### src/rtl/he_latency_match_var.sv
`default_nettype none
// ============================================================================
//  Module   : he_latency_match_var
//  Purpose  : Multi-channel delay line with runtime-programmable latency,
//             stall, reload-with-flush and primed indication.
//             Optional HELM_STATS_EN adds the vcnt output-sample counter.
//  Revision : 1.0  initial release
// ============================================================================
module he_latency_match_var #(
    parameter int W       = 8,
    parameter int NCH     = 1,
    parameter int MAX_LAT = 16,
    parameter int DEF_LAT = 4,
    parameter int LW      = $clog2(MAX_LAT + 1)
) (
    input  logic              clk,
    input  logic              rst,
    input  logic              adv,
    input  logic [NCH*W-1:0]  din,
    input  logic [NCH-1:0]    dvld,
    input  logic              lat_ld,
    input  logic [LW-1:0]     lat_in,
    output logic [NCH*W-1:0]  qout,
    output logic [NCH-1:0]    qvld,
    output logic [LW-1:0]     lat_cur,
    output logic              primed,
    output logic              lat_err
`ifdef HELM_STATS_EN
    ,
    output logic [31:0]       vcnt
`endif
);

    localparam logic [LW-1:0] c_one     = LW'(1);
    localparam logic [LW-1:0] c_max_lat = LW'(MAX_LAT);
    localparam logic [LW-1:0] c_def_lat = LW'(DEF_LAT);

    typedef enum logic [0:0] {
        ST_FILL = 1'b0,
        ST_RUN  = 1'b1
    } state_t;

    logic [NCH*W-1:0] r_data [MAX_LAT];
    logic [NCH-1:0]   r_vld  [MAX_LAT];
    logic [LW-1:0]    r_lat_cur;
    logic             r_lat_err;
    state_t           r_state;
    state_t           w_state_nxt;
    logic [LW-1:0]    r_fill_cnt;
    logic [LW-1:0]    w_fill_cnt_nxt;
    logic             w_ld_ok;
    logic             w_accept;

    assign w_ld_ok  = (lat_in >= c_one) && (lat_in <= c_max_lat);
    assign w_accept = lat_ld && w_ld_ok;

    // An accepted load flushes valids only; data is kept so qout may show stale words.
    always_ff @(posedge clk) begin
        if (rst) begin
            for (int i = 0; i < MAX_LAT; i++) begin
                r_data[i] <= '0;
                r_vld[i]  <= '0;
            end
        end else if (w_accept) begin
            for (int i = 0; i < MAX_LAT; i++) begin
                r_vld[i] <= '0;
            end
        end else if (adv) begin
            r_data[0] <= din;
            r_vld[0]  <= dvld;
            for (int i = 1; i < MAX_LAT; i++) begin
                r_data[i] <= r_data[i-1];
                r_vld[i]  <= r_vld[i-1];
            end
        end
    end

    always_ff @(posedge clk) begin
        if (rst) begin
            r_lat_cur <= c_def_lat;
            r_lat_err <= 1'b0;
        end else begin
            r_lat_err <= lat_ld && !w_ld_ok;
            if (w_accept) begin
                r_lat_cur <= lat_in;
            end
        end
    end

    always_ff @(posedge clk) begin
        if (rst) begin
            r_state    <= ST_FILL;
            r_fill_cnt <= '0;
        end else begin
            r_state    <= w_state_nxt;
            r_fill_cnt <= w_fill_cnt_nxt;
        end
    end

    // Counter parks at zero in RUN so it never exceeds MAX_LAT-1.
    always_comb begin
        w_state_nxt    = r_state;
        w_fill_cnt_nxt = r_fill_cnt;
        if (w_accept) begin
            w_state_nxt    = ST_FILL;
            w_fill_cnt_nxt = '0;
        end else if (adv && (r_state == ST_FILL)) begin
            if (r_fill_cnt == (r_lat_cur - c_one)) begin
                w_state_nxt    = ST_RUN;
                w_fill_cnt_nxt = '0;
            end else begin
                w_fill_cnt_nxt = r_fill_cnt + c_one;
            end
        end
    end

    always_comb begin
        qout = '0;
        qvld = '0;
        for (int i = 0; i < MAX_LAT; i++) begin
            if (r_lat_cur == LW'(i + 1)) begin
                qout = r_data[i];
                qvld = r_vld[i];
            end
        end
    end

    assign lat_cur = r_lat_cur;
    assign primed  = (r_state == ST_RUN);
    assign lat_err = r_lat_err;

`ifdef HELM_STATS_EN
    logic [31:0] r_vcnt;
    logic [31:0] w_pop;
    logic [32:0] w_vcnt_sum;

    always_comb begin
        w_pop = '0;
        for (int i = 0; i < NCH; i++) begin
            w_pop = w_pop + 32'(qvld[i]);
        end
    end

    assign w_vcnt_sum = {1'b0, r_vcnt} + {1'b0, w_pop};

    always_ff @(posedge clk) begin
        if (rst || w_accept) begin
            r_vcnt <= '0;
        end else if (adv && (qvld != '0)) begin
            r_vcnt <= w_vcnt_sum[32] ? 32'hFFFF_FFFF : w_vcnt_sum[31:0];
        end
    end

    assign vcnt = r_vcnt;
`endif

endmodule
`default_nettype wire

### config.mk
export PLATFORM = sky130hd
export DESIGN_NAME = he_latency_match_var
export DESIGN_NICKNAME = d
export VERILOG_FILES = /design/src/rtl/he_latency_match_var.sv
export SDC_FILE = /design/constraint.sdc
export NUM_CORES = 1
export LEC_CHECK = 0
export CAP_MARGIN = 20
export CORE_AREA = 2 2 108 152
export DETAILED_ROUTE_END_ITERATION = 8
export DIE_AREA = 0 0 110 154
export MAX_ROUTING_LAYER = met4
export PLACE_DENSITY = 0.79
export SLEW_MARGIN = 30
export SYNTH_ARGS = -nofsm -noshare
export SYNTH_HDL_FRONTEND = slang
export SYNTH_SLANG_ARGS = --single-unit
### constraint.sdc
create_clock -name clk -period 7.5 [get_ports clk]
set_input_delay 1.5 -clock clk [delete_from_list [all_inputs] [get_ports clk]]
set_output_delay 1.5 -clock clk [all_outputs]
set_load 0.02 [all_outputs]
# == Yosys cells after proc, flatten, opt, wreduce, memory -nomap -nowiden ==
# Memory sizes are Yosys's and may differ from the RTL's.
# Index checks and enable logic that the tools add are counted.
# classes
addsub,2
n_lt_le_gt_ge,2
n_eq_ne,17
muxes,90
bitwise,49
n_reduce_logical,7
# ops
operator,count
$mux 8,32
$mux 1,57
$or 1x1->1,48
$eq 5x4->1 const B,8
$eq 5x3->1 const B,4
$eq 5x2->1 const B,2
$add 5x1->5 const B,1
$eq 5x1->1 const B,1
$eq 5x5->1,1
$eq 5x5->1 const B,1
$ge 5x1->1 const B,1
$le 5x5->1 const B,1
$mux 5,1
$sub 5x1->5 const B,1
$logic_and 1x1->1,4
$reduce_and 2->1,1
$reduce_or 2->1,1
$logic_not 1->1,1
$not 1->1,1
# word_totals
ff_bits,12
mem_bits_rw,144
input_bits,18
out_inout_bits,16
mem_count,2
# memory_table
name,words,word_bits,rd,rd_ports_with_merged_regs,wr,line_no,rtl
r_data,16,8,16,0,16,43,logic [NCH*W-1:0] r_data [MAX_LAT];
r_vld,16,1,16,0,16,44,logic [NCH-1:0] r_vld [MAX_LAT];

# == Depth between registers and ports, before layout ==
# depth
ltp_word,17
mapped_depth,10
mapped_depth_nobuf,7

# == Worst setup path after synthesis ==
# No wires, ideal clock.
# synth_timing
kind,input port to flip-flop
from,input lat_in[2]
to,"memory r_data[0][0] (netlist bit), enable pin"
setup_time_ns,0.486
arrival_time_ns,4.719
path_slack_ns,2.295
stages,4
cell_sequence,nor4_4 xnor2_1 nand2_4 a21o_1
# synth_lines
element,line_no,rtl
start: declaration,22,"input logic [LW-1:0] lat_in,"
end: declaration,43,

# == Worst setup path after layout ==
# layout_timing
from,register r_lat_cur[0] (netlist: lat_cur[0])
to,output qout[7]
# layout_via
elab_chain_len,17
# layout_rtl
element,line_no,rtl
start: declaration,45,logic [LW-1:0] r_lat_cur;
start signal: assignment,80,r_lat_cur <= c_def_lat;
start signal: assignment,85,r_lat_cur <= lat_in;
$eq 5x1->1,121,if (r_lat_cur == LW'(i + 1)) begin
$mux 8 (15 in a row),121,
$mux 8 (*),121,
end: declaration,23,"output logic [NCH*W-1:0] qout,"
# Every way passes the cells marked *; elsewhere a longest branch is shown, timed or not.

==> summary.md <==
| Metric | Value |
|---|---|
| Run status | `completed` |
| Setup Buffers After CTS | `0` |
| Die W | `110 um` |
| Gpl congestion | `0.877` |
| Die area | `16900 sq um` |
| Finished Layout Cells | `878` |
| Final min period | `5.63 ns` |
| Std-Cell Rows | `54` |
| EDFF count, synth | `143` |
| Max frequency | `177 MHz` |
| Peak VDD IR | `0.165 mV` |
| Clock root buffer | `clkbuf_16` |
| TritonCTS clock tree | `yes` |
| Port-buffer cells | `33` |
| Most frequent cell after synthesis | `edfxtp_1` |
| Commonest cells in the netlist | `edfxtp_1, and2_1, nor2b_1, a21oi_1, nand2_1` |
| # DRC | `0` |
| Sequential Area | `4550 sq um` |
| WL/cell | `19.3 um` |
| Syn Area/Cell | `11.9 sq um` |
| Net Sw Frac | `23.7%` |
| Mapped Cells | `662` |
| Fin. Hold Viols | `0` |
| Crit path required time | `6.00 ns` |
| Sequential area share after synthesis | `58.0%` |
| Period utilisation layout | `75.1%` |
| Die H | `154 um` |
| Total congestion overflow | `0` |
| Vias | `5351` |
| Measured slew at the worst slew-check pin | `0.934 ns` |
| Synth Net Count | `686` |
| Placed cells | `845` |
| HP Class | `register to register` |
| Fin nets | `693` |
| Clock skew | `0.00653 ns` |
| Synth area leader | `edfxtp_1` |
| Clock latency on the worst-skew pair | `0.42 ns` |
| Filler cells | `1249` |
| Flop pwr share | `50.0%` |
| Mean number of vias per cell | `6.09` |
| Cell area after layout | `8820 sq um` |
| Final Slew Violations | `0` |
| Yosys Warn Count | `0` |
| Max_cap viols | `0` |
| Slew margin rel. | `37.6%` |
| Top FF cell, synth | `edfxtp_1` |
| Post-DP HPWL | `10400 um` |
| Share of layout cells above drive strength 1 | `8.21%` |
| Total GRT Usage | `21.5%` |
| Clock sink count | `156` |
| Area Growth Syn to Fin | `12.4%` |
| Setup ws final | `1.87 ns` |
| Setup TNS | `0 ns` |
| Kind of critical path | `register to primary output` |
| Netlist Area Pre-Place | `7850 sq um` |
| Dominant cells by area after synthesis | `edfxtp_1, and2_1, nor2b_1` |
| Leak | `3.20 nW` |
| Num CTS Buffers | `17` |
| WL final | `17000 um` |
| Clock Path Buffers | `2` |
| P_sw | `503 uW` |
| Post-route antenna net violation count | `0` |
| Cts repair resizes | `0` |
| Share of total power in combinational logic | `9.8%` |
| Power Density | `241 nW/um^2` |
| Hold buffer count at cts | `0` |
| TritonRoute pass-1 iters | `5` |
| Initial Utilization | `50.8%` |
| Crit-path max FO | `51` |
| Vias in the first global route | `5391` |
| Placement Setup Slack | `2.38 ns` |
| Largest net degree at the start of global routing | `96` |
| Worst setup SP type | `register` |
| Yosys top cell area share | `54.7%` |
| Yosys reg bits | `156` |
| # setup viols final | `0` |
| Multi-input gate area | `2950 sq um` |
| Critical Path Sink Type | `primary output` |
| Clk pin slew, worst setup/hold paths | `0.06 ns` |
| Max H-tree Level | `4` |
| DP Area | `8200 sq um` |
| Fraction of registers with async set/reset | `0%` |
| Clock share of power | `40.2%` |
| Initial antenna violation count | `0` |
| Arrival @ worst endpoint | `4.13 ns` |
| I/O Pins | `34` |
| First-pass GRT wire length | `27600 um` |
| RSZ-0062 raised after global routing | `false` |
| Synth cell types | `66` |
| Initial DRC count | `583` |
| Core box area | `15500 sq um` |
| Internal power | `1.62 mW` |
| # diodes | `0` |
[per-stage QoR]
step | hold slack (ns) | util [%] | total power [mW]
after floorplan | 0.474 | - | 1.21
after global placement | 0.486 | 53.0 | 1.27
after detailed placement | 0.496 | 53.0 | 1.28
after CTS | 0.511 | 56.8 | 2.13
after global routing | 0.518 | 57.0 | 2.19
final | 0.508 | 57.0 | 2.12
[power groups by stage]
stage | sequential (mW) | clock [mW] | combinational [mW]
floorplan | 1.07 | 0 | 0.145
global placement | 1.07 | 0 | 0.196
detailed placement | 1.08 | 0 | 0.205
CTS | 1.06 | 0.859 | 0.205
global route | 1.07 | 0.898 | 0.226
finish | 1.06 | 0.854 | 0.208
[logic make-up (layout without fill, tap and decap cells)]
group,count (synthesis),in the layout,synth area share (%)
AOI/OAI and AO/OA,167,167,15.5
xor gates and xnor gates,10,10,1.21
adders and majority gates,6,6,0.956
buffers and inverters,73,93,4.60
DFF,156,156,58.0
muxes,5,5,0.637
and+or+nand+nor,245,245,19.1
[worst max-delay path: stages (launching register included)]
cell	delay [ns]
dfxtp_1	0.49
ha_1	0.20
buf_4	0.46
clkinv_1	0.78
o21ai_0	0.39
nor2_1	0.08
a2111oi_0	0.52
o211ai_1	0.19
clkdlybuf4s50_1	0.57
[cell type report]
cell class                 instances  area share (%)
clock buffer                      25            6.24
timing repair buffer              40            4.54
multi-input combinational        433            33.4
sequential                       156            51.6
clock inverter                     7           0.539
tap                              196            2.78
inverter                          21           0.893
[worst paths after layout]
check	end	startpoint	slack [ns]	cells after the start
worst max-delay path	qout[7]	lat_cur[0]	1.87	8
worst min register to register	primed	primed	0.51	1
worst max register to register	r_fill_cnt[0]	lat_cur[0]	5.27	6
worst min-delay path	primed	primed	0.51	1
[placed cells by master (no fill, tap or decap), drive strengths merged, types with 6 or more instances in the layout]
| cell | instances |
|---|---|
| a31oi | 7 |
| o2bb2ai | 11 |
| a32oi | 6 |
| buf | 8 |
| clkdlybuf4s50 | 32 |
| nand3b | 9 |
| nor2 | 16 |
| edfxtp | 143 |
| ha | 6 |
| a21oi | 28 |
| nor3 | 8 |
| clkinv | 7 |
| a221oi | 16 |
| nand2b | 6 |
| a211oi | 8 |
| and2 | 97 |
| nand2 | 29 |
| a21o | 9 |
| xor2 | 7 |
| dfxtp | 13 |
| clkbuf | 25 |
| inv | 19 |
| a221o | 8 |
| nor2b | 51 |
| o21ai | 24 |
| nand3 | 6 |
| o211ai | 16 |
[registers in the layout, summed over array words and instances, names as in the netlist]
name,flops
lat_err,1
r_data,128
r_vld,16
lat_cur,5
primed,1
r_fill_cnt,5
[routing by layer]
layer / up-vias / track usage [%] / part of all wire, % / routed length, um
li1: 2464 / - / - / -
met1: 2649 / 27.7 / 41 / 6970
met2: 211 / 33.6 / 52 / 8760
met3: 27 / 4.03 / 5.5 / 941
met4: 0 / 7.84 / 1.8 / 312
met5: - / - / 0 / 0
No activity file was read; power rests on OpenSTA's default activity.
